File: config.mk
export PLATFORM = sky130hd
export DESIGN_NAME = vga_sync_decoder
export DESIGN_NICKNAME = d
export VERILOG_FILES = /design/src/rtl/vga_sync_decoder.sv
export SDC_FILE = /design/constraint.sdc
export NUM_CORES = 1
export LEC_CHECK = 0
export ABC_AREA = 1
export ABC_CLOCK_PERIOD_IN_PS = 2800
export CAP_MARGIN = 5
export CORE_MARGIN = 1.5
export CORE_UTILIZATION = 54
export DETAILED_ROUTE_END_ITERATION = 7
export HOLD_SLACK_MARGIN = 0.12
export PLACE_DENSITY_LB_ADDON = 0.12
export SYNTH_ARGS = -nofsm -noshare
export SYNTH_HDL_FRONTEND = slang
export SYNTH_SLANG_ARGS = --single-unit
export TNS_END_PERCENT = 30
File: constraint.sdc
create_clock -name clk -period 2.8 [get_ports clk]
set_clock_uncertainty 0.05 [all_clocks]
set_input_delay 0.28 -clock clk [delete_from_list [all_inputs] [get_ports clk]]
set_output_delay 0.28 -clock clk [all_outputs]
set_load 0.1 [all_outputs]
File: src/rtl/vga_sync_decoder.sv
// Receive-side VGA decoder: synchronises HS/VS/RGB, measures line/frame timing, locks on and
// emits pixel coordinates and data. Define FRAME_CHKSUM_EN to add a per-frame RGB checksum.
module vga_sync_decoder #(
    parameter int unsigned CLK_PER_PIX = 4,
    parameter int unsigned H_TOTAL     = 800,
    parameter int unsigned H_START     = 144,
    parameter int unsigned H_ACTIVE    = 640,
    parameter int unsigned V_TOTAL     = 525,
    parameter int unsigned V_START     = 35,
    parameter int unsigned V_ACTIVE    = 480,
    parameter int unsigned TOL         = 2,
    parameter int unsigned LOCK_FRAMES = 2,
    parameter bit          SYNC_POL    = 1'b1
) (
    input  logic        clk,
    input  logic        reset,
    input  logic        hs_in,
    input  logic        vs_in,
    input  logic [11:0] rgb_in,
    output logic        locked,
    output logic        sync_err,
    output logic        frame_start,
    output logic        pixel_valid,
    output logic [9:0]  pixel_x,
    output logic [9:0]  pixel_y,
    output logic [11:0] pixel_rgb,
    output logic [12:0] h_period,
    output logic [12:0] h_pulse,
    output logic [10:0] v_lines
`ifdef FRAME_CHKSUM_EN
    ,
    output logic [15:0] frame_sum,
    output logic        sum_valid
`endif
);

    localparam int unsigned HNOM   = H_TOTAL * CLK_PER_PIX;
    localparam logic [12:0] HMIN   = 13'(HNOM - TOL);
    localparam logic [12:0] HMAX   = 13'(HNOM + TOL);
    localparam logic [12:0] HLOST  = 13'(2 * HNOM);
    localparam logic [12:0] HSTART = 13'(H_START * CLK_PER_PIX);
    localparam logic [12:0] HEND   = 13'((H_START + H_ACTIVE) * CLK_PER_PIX);
    localparam logic [12:0] CPP13  = 13'(CLK_PER_PIX);
    localparam logic [12:0] HMID   = 13'(CLK_PER_PIX / 2);
    localparam logic [10:0] VTOT   = 11'(V_TOTAL);
    localparam logic [10:0] VSTART = 11'(V_START);
    localparam logic [10:0] VEND   = 11'(V_START + V_ACTIVE);
    localparam logic [10:0] LMAX   = 11'(V_TOTAL + 2);
    localparam logic [3:0]  LOCKN  = 4'(LOCK_FRAMES);

    typedef enum logic [1:0] {StSearch, StMeasure, StLocked} state_e;

    state_e      state;
    logic [1:0]  hs_sync, vs_sync;
    logic [11:0] rgb_s1, rgb_s2;
    logic        hs_d, vs_d;
    logic [12:0] hcnt;
    logic [10:0] line;
    logic [3:0]  good_cnt;
    logic        frame_ok;

    logic        hs_n, vs_n, hs_rise, hs_fall, vs_rise;
    logic [12:0] hper, hoff;
    logic [10:0] lplus;
    logic        period_ok, hs_lost, frame_good, in_win, lock_lost;

    // Polarity-normalised syncs: 1 = pulse active
    assign hs_n       = hs_sync[1] ^ ~SYNC_POL;
    assign vs_n       = vs_sync[1] ^ ~SYNC_POL;
    assign hs_rise    = hs_n & ~hs_d;
    assign hs_fall    = ~hs_n & hs_d;
    assign vs_rise    = vs_n & ~vs_d;
    assign hper       = (hcnt == '1) ? hcnt : hcnt + 13'd1;
    assign lplus      = (line == '1) ? line : line + 11'd1;
    assign period_ok  = (hper >= HMIN) && (hper <= HMAX);
    assign hs_lost    = !hs_rise && (hcnt >= HLOST);
    assign frame_good = frame_ok && (!hs_rise || period_ok) && (lplus == VTOT);
    assign lock_lost  = hs_lost || (hs_rise && !period_ok) || (vs_rise && lplus != VTOT) ||
                        (line >= LMAX);
    assign hoff       = hcnt - HSTART;
    assign in_win     = (state == StLocked) && (hcnt >= HSTART) && (hcnt < HEND) &&
                        ((hoff % CPP13) == HMID) && (line >= VSTART) && (line < VEND);

    always_ff @(posedge clk) begin
        if (reset) begin
            state       <= StSearch;
            hs_sync     <= {2{~SYNC_POL}};
            vs_sync     <= {2{~SYNC_POL}};
            rgb_s1      <= '0;
            rgb_s2      <= '0;
            hs_d        <= 1'b0;
            vs_d        <= 1'b0;
            hcnt        <= '0;
            line        <= '0;
            good_cnt    <= '0;
            frame_ok    <= 1'b0;
            locked      <= 1'b0;
            sync_err    <= 1'b0;
            frame_start <= 1'b0;
            pixel_valid <= 1'b0;
            pixel_x     <= '0;
            pixel_y     <= '0;
            pixel_rgb   <= '0;
            h_period    <= '0;
            h_pulse     <= '0;
            v_lines     <= '0;
        end else begin
            hs_sync <= {hs_sync[0], hs_in};
            vs_sync <= {vs_sync[0], vs_in};
            rgb_s1  <= rgb_in;
            rgb_s2  <= rgb_s1;
            hs_d    <= hs_n;
            vs_d    <= vs_n;

            if (hs_rise) hcnt <= '0;
            else if (hcnt != '1) hcnt <= hcnt + 13'd1;

            // VS clear takes priority over a coincident HS increment
            if (vs_rise) line <= '0;
            else if (hs_rise && line != '1) line <= line + 11'd1;

            if (hs_rise) h_period <= hper;
            if (hs_fall) h_pulse <= hper;
            if (vs_rise) v_lines <= lplus;

            frame_start <= 1'b0;
            pixel_valid <= 1'b0;
            if (in_win) begin
                pixel_valid <= 1'b1;
                pixel_x     <= 10'(hoff / CPP13);
                pixel_y     <= 10'(line - VSTART);
                pixel_rgb   <= rgb_s2;
            end

            if (hs_rise && !period_ok) frame_ok <= 1'b0;

            unique case (state)
                StSearch: begin
                    if (vs_rise) begin
                        state    <= StMeasure;
                        good_cnt <= '0;
                        frame_ok <= 1'b1;
                    end
                end
                StMeasure: begin
                    if (hs_lost) begin
                        state <= StSearch;
                    end else if (vs_rise) begin
                        frame_ok <= 1'b1;
                        if (!frame_good) begin
                            good_cnt <= '0;
                        end else if (good_cnt + 4'd1 >= LOCKN) begin
                            state    <= StLocked;
                            locked   <= 1'b1;
                            good_cnt <= '0;
                        end else begin
                            good_cnt <= good_cnt + 4'd1;
                        end
                    end
                end
                StLocked: begin
                    if (lock_lost) begin
                        state    <= StSearch;
                        locked   <= 1'b0;
                        sync_err <= 1'b1;
                    end else if (vs_rise) begin
                        frame_start <= 1'b1;
                    end
                end
                default: begin
                    state  <= StSearch;
                    locked <= 1'b0;
                end
            endcase
        end
    end

`ifdef FRAME_CHKSUM_EN
    logic [15:0] acc;

    always_ff @(posedge clk) begin
        if (reset || state != StLocked) begin
            acc       <= '0;
            frame_sum <= '0;
            sum_valid <= 1'b0;
        end else begin
            sum_valid <= 1'b0;
            if (vs_rise) begin
                frame_sum <= acc;
                sum_valid <= 1'b1;
                acc       <= '0;
            end else if (pixel_valid) begin
                acc <= acc + 16'(pixel_rgb);
            end
        end
    end
`endif

endmodule

Word level (Yosys, flattened, before mapping)
Index checks and enable logic that the tools add are counted.

cells by class
  equal/unequal tests = 18
  $add $sub $neg = 5
  muxes and demuxes = 27
  reduce and logical (&&, ||, !) cells = 27
  bitwise gates (word level) = 8
  $lt $le $gt $ge = 9

operator list
  kind                                                                                   number
  4-bit two-way mux                                                                      5
  13-bit by 1-bit adder with 13-bit output, second input constant                        1
  13-bit equality test, second input constant                                            1
  13-bit by 10-bit greater-or-equal comparator with 1-bit output, second input constant  1
  13-bit by 12-bit greater-or-equal comparator with 1-bit output, second input constant  1
  13-bit greater-or-equal comparator, second input constant                              1
  13-bit by 12-bit <= comparator with 1-bit output, second input constant                1
  13-bit by 12-bit < comparator with 1-bit output, second input constant                 1
  13-bit two-way mux                                                                     1
  13-bit inequality test, second input constant                                          1
  1-bit logical AND                                                                      12
  2-bit two-way mux                                                                      6
  2-bit inequality test, second input constant                                           6
  12-bit by 10-bit subtractor with 12-bit output, second input constant                  1
  11-bit by 1-bit adder with 11-bit output, second input constant                        1
  11-bit by 10-bit equality test with 1-bit output, second input constant                1
  11-bit equality test, second input constant                                            1
  11-bit by 10-bit greater-or-equal comparator with 1-bit output, second input constant  1
  11-bit by 6-bit greater-or-equal comparator with 1-bit output, second input constant   1
  11-bit by 10-bit < comparator with 1-bit output, second input constant                 1
  11-bit two-way mux                                                                     1
  11-bit by 10-bit inequality test with 1-bit output, second input constant              1
  11-bit inequality test, second input constant                                          1
  1-bit two-way mux                                                                      10
  other kinds (22)                                                                       36

storage, ports and cells
  bits in registers = 134
  bits of input ports = 16
  output and inout port bits = 73
  logic and storage cells = 115

Logic depth before layout (Yosys ltp)
  word-level depth = 11
  depth in mapped cells = 22

Worst setup path before layout
No wires, ideal clock.

  kind = register to register
  start point = register hcnt[0]
  end point = register state[0]
  library setup time = 0.113 ns
  cell stages (with the launch flop) = 22
  required time = 2.637 ns
  path buffers = 1
  slack = 0.506 ns
  arrival = 2.132 ns
  path through = dfxtp_1 > ha_1 > nand3_2 > nor2_4 > nand3_2 > buf_6 > nand2_2 > nand2_1 > nor2_1 > nand3_1 > nand3_1 > nand2_1 > nand2_1 > nand2_2 > nand2_2 > nand3_2 > nand2_2 > inv_2 > nand2_2 > nand2_1 > nand2_1 > nor2_1

between the ends
  longest elaborated chain between the ends = 11
  elaborated cells between the ends (all ways) = 23
  classes of those cells = add/sub (1); order compare (3); eq/ne (5); mux (3); reduce/logical (11)

ends and longest elaborated chain
  item                                                                                                                                line  text
  from (decl)                                                                                                                         57    logic [12:0] hcnt;
  from (signal assigned)                                                                                                              116   else if (hcnt != '1) hcnt <= hcnt + 13'd1;
  13-bit by 1-bit adder with 13-bit output or 13-bit equality test (tied branches)                                                    73    assign hper = (hcnt == '1) ? hcnt : hcnt + 13'd1;
  13-bit two-way mux                                                                                                                  73
  13-bit by 12-bit greater-or-equal comparator with 1-bit output or 13-bit by 12-bit <= comparator with 1-bit output (tied branches)  75    assign period_ok = (hper >= HMIN) && (hper <= HMAX);
  1-bit logical AND                                                                                                                   75
  1-bit logical NOT                                                                                                                   78    assign lock_lost = hs_lost || (hs_rise && !period_ok) || (vs_rise && lplus != VTOT) ||
  1-bit logical AND                                                                                                                   78
  1-bit logical OR (3 in a row)                                                                                                       78
  2-bit inequality test (no line)                                                                                                     --
  5-bit AND reduction (no line)                                                                                                       --
  to (signal assigned)                                                                                                                86    state <= StSearch;
  to (signal assigned)                                                                                                                140   state <= StMeasure;
  to (signal assigned)                                                                                                                147   state <= StSearch;
  to (decl)                                                                                                                           53    state_e state;

Parallel ways exist; a longest one is shown, timed or not.
A chain may end at the register's enable or synchronous reset.

Final worst setup path
  start point = register line[0]
  end point = register state[0]

between the ends
  longest elaborated chain between the ends = 8
  elaborated cells between the ends (all ways) = 13
  classes of those cells = add/sub (1); order compare (1); eq/ne (5); mux (1); reduce/logical (5)

ends and longest elaborated chain
  item                                                                              line  text
  from (decl)                                                                       58    logic [10:0] line;
  from (signal assigned)                                                            120   else if (hs_rise && line != '1) line <= line + 11'd1;
  11-bit by 1-bit adder with 11-bit output or 11-bit equality test (tied branches)  74    assign lplus = (line == '1) ? line : line + 11'd1;
  11-bit two-way mux                                                                74
  11-bit by 10-bit inequality test with 1-bit output                                78
  1-bit logical AND                                                                 78
  1-bit logical OR (2 in a row)                                                     78
  2-bit inequality test (no line)                                                   --
  5-bit AND reduction (no line) (*)                                                 --

Mark *: on every way between the ends. The rest lies on a longest branch, timed or not.

==> impl_results.md <==
* CORE AREA at slightly above 0.01 mm2
* RR Startpoint: line[0]
* First-pass GRT wire length at roughly 23 mm
* Sequential area share after synthesis at between 40% and 50%
* Metal-1 WL at 6.47 mm
* Area growth syn-to-layout at 24.0%
* Post-Syn Nets at 797
* Slowest CP cell: dfxtp_2
* Cell breakdown of the critical path: ha_2 > nand3_4 > nor3_4 > nand2_1 > nand2_1 > nand2_1 > inv_1 > nand2_1 > nor2_1 > nand3_1 > a21oi_2 > nand3_2 > nand2_2 > inv_2 > nand2_2 > nand2_1 > nand2_1 > nor2_1
* WHS Endpoint: rgb_s1[0]
* DR vias/cell at 5.17
* Min-Delay Path Depth at 3
* First-pass detailed-route iteration total at 5
* Unique masters post-synth at 43
* Main synth FF type: dfxtp_1
* Final clock period utilization by the worst path at 94.4%
* WL final at 14.2 mm
* Sw Share at around 27%
* Max layer used: met4
* Worst slew pin tran at ~1.2 ns
* Internal power at ~3.3 mW
* Slew Limit Fails at 0
* Hold_ws at 0.215 ns
* Vias in the first global route at 4,893
* Starting Density at a little under three fifths
* Critical path class: reg -> reg
* Max VDD drop at 0.000488 V
* Share of layout cells above drive strength 1 at 18.8%
* Worst hold start: rgb_in[0]
* CP Capture Type: flip-flop
* DRT iter0 DRCs at 320
* Max_cap viols at 0
* CP max FO at 6
* Crit-path most repeated cell: nand2_1
* Fin crit period at ~2.6 ns
* TNS Setup at 0 ns
* Ys Warns at 0
* Clock share of power at 45.5%
* Type of the worst min-delay path: in -> reg
* Rows at 37
* R2r setup slk at 0.16 ns
* Nets at 887
* DRC at 0
* Logic pwr share at about a tenth
* Startpoint types: flip-flop
* EDFF count, synth at 0
* WL/cell at 14.1 um
* Relative slew slack at 22.3%
* Syn Inst Count at 771
* Buf+Inv Stages, Crit Path at 2
* CTS tree: yes
* Fin cells at between 1,000 and 1,500
* Met2 wire len at 6.72 mm
* F_max at 378 MHz
* Maximum root-to-sink buffer count at 2
* Avg Cell Area, Syn at around 7.5 um2
* Chip width at between 100 and 150 um
* PwrDens at 632 mW/mm2
* Leak at between 3 and 4 nW
* Worst-path clk slew at around 0.060 ns
* Status: finished, final reports clean
* # H-tree levels at 4
* Buffers on Ports at approximately 90
* Post-cts hold buffer count at 0
* Final GP Congestion at roughly 0.9
* WP data required at between 3 and 4 ns
* Worst Reg-to-Reg Cells at 18
* IO Pins at 89
* Vias post-DR at 5,219
* DP Cell Count at 977
* Fraction of registers with async set/reset at 0%
* Path length in cells of the critical path at 18
* Final Hold Fails at 0
* Worst EP arrival at 3.01 ns
* CTS Buf Count at 17
* Full die area at approximately 0.011 mm2
* Reg-to-reg endpoint: state[0]
* Grt total ovfl at 0
* Antenna violations before repair at 0
* CTS Root Cell: clkbuf_8
* Yosys reg bits at 134
* Sw Pwr at 1.22 mW
* Post-DRT Antenna Nets at 0
* Sequential Power Share at 44.3%
* # diodes at 0
* Largest net degree at the start of global routing at 40
* Critical path's largest stage delay at 0.38 ns
* Setup Viol. Count Final at 0
* Clk sink count at 134
* GRT Util Overall at 25.8%
* Skew-Pair Late Insertion Delay at 0.52 ns
* Critical path's top delay family: simple AND/OR/NAND/NOR gates
* Cell area after synthesis at 0.00578 mm2
* WL met3 at 884 um
* Post-DP HPWL at 10.3 mm
* Die H at 106 um
==> area by class of cell <==
| type | instances | area [um2] |
|---|---|---|
| repair buffers | 100 | 801 |
| flip-flops and latches | 134 | 2690 |
| multi-input cells | 496 | 2540 |
| clock buffers | 19 | 432 |
| fillers | 888 | 3200 |
| well taps | 136 | 170 |
| clock inverters | 12 | 121 |
| inverters | 112 | 420 |
==> cell families (layout without fill, tap and decap cells) <==
logic type,after synthesis,in the layout,synth area share [%]
buf+inv,141,243,9.91
compound gates,133,133,12.9
flops,134,134,46.4
fa+ha+maj,10,10,2.16
xor+xnor,14,14,2.12
simple gates,339,339,26.5
==> through the flow <==
stage	total power, mW	utilization (%)	instance area, um2	setup WS, ns
final	4.53	69.2	7170	0.155
after CTS	4.54	68.9	7150	0.0776
after floorplan	2.39	-	5780	0.506
after detailed placement	2.50	63.6	6590	0.120
after global routing	4.68	69.2	7170	-0.0114
after global placement	2.49	63.6	6590	0.186
==> worst max-delay path by stage <==
stage	start	slack [ns]	end
global route	line[0]	-0.01	state[0]
CTS	hcnt[0]	0.08	state[0]
global placement	hcnt[0]	0.19	state[0]
detailed placement	hcnt[0]	0.12	state[0]
floorplan	hcnt[0]	0.51	state[0]
finish	line[0]	0.16	state[0]
==> state kept, by name, summed over array words and instances, names as in the netlist <==
signal / count
hs_sync: 2
vs_d: 1
pixel_x: 10
rgb_s2: 12
hs_d: 1
rgb_s1: 12
line: 11
frame_ok: 1
pixel_y: 10
locked: 1
frame_start: 1
v_lines: 11
h_pulse: 13
hcnt: 13
pixel_rgb: 12
sync_err: 1
state: 2
good_cnt: 4
vs_sync: 2
pixel_valid: 1
h_period: 13
==> worst register-to-register path: cells and delay by family (launching register included) <==
kind / cells / cell delay, ns
AO/OA/AOI/OAI: 1 / 0.22
adder cells (fa/ha/maj): 1 / 0.23
buffers and inverters: 2 / 0.12
flip-flops: 1 / 0.38
AND/OR/NAND/NOR: 14 / 1.54
==> Yosys cell counts (all sizes together) (4+ instances only) <==
library cell / number / area share, %
nand2: 144 / 10
dfxtp: 134 / 46
nor2: 131 / 9.3
inv: 110 / 7.1
o21ai: 71 / 6.3
nand3: 39 / 4.1
a21oi: 36 / 3.2
buf: 15 / 1.7
clkbuf: 14 / 0.91
o211ai: 11 / 1.4
xor2: 11 / 1.7
ha: 10 / 2.2
nand4: 9 / 0.97
nor3: 7 / 0.97
a211oi: 4 / 0.52
a31oi: 4 / 0.43
nor4: 4 / 0.43
==> placed cells by master, fill, tap and decap left out, types with 2 or more instances in the layout <==
cell type	synthesis	routed
nand2_1	130	130
dfxtp_1	134	130
nor2_1	125	124
inv_1	107	106
buf_4	2	84
o21ai_0	69	68
a21oi_1	35	35
nand3_1	32	32
clkbuf_16	0	16
clkdlybuf4s50_1	0	15
nand2_2	14	14
xor2_1	11	11
o211ai_1	11	11
nand4_1	9	9
ha_1	10	9
nand3_2	6	5
inv_2	3	4
nor4_1	4	4
a31oi_1	4	4
nor3_1	4	4
a211oi_1	4	4
clkinvlp_4	0	4
inv_6	0	4
dfxtp_2	0	4
or2_2	3	3
xnor2_1	3	3
nor2_2	2	3
nor2_4	3	3
clkinv_4	0	3
nor3_2	2	2
clkinv_1	2	2
nand3_4	1	2
o21ai_2	2	2
clkbuf_8	0	2
==> metal layers <==
metal / up-vias / track usage, %
met4: 0 / 7.43
met3: 13 / 6.19
li1: 2615 / -
met1: 2431 / 34.0
met2: 160 / 42.0
met5: - / 0
==> power by group through the flow <==
stage          clock network (mW)  registers (mW)  logic [mW]
2_1_floorplan                   0            2.13       0.260
3_3_place_gp                    0            2.04       0.443
3_5_place_dp                    0            2.05       0.453
4_1_cts                      2.08            2.00       0.456
5_1_grt                      2.16            2.01       0.505
6_report                     2.06            2.01       0.462
==> repair_timing <==
item / CTS / global route
setup endpoints to repair: 0 / 3
buffers inserted: 0 / 1
gates resized for setup: 0 / 9
(Power assumes the default switching activity.)
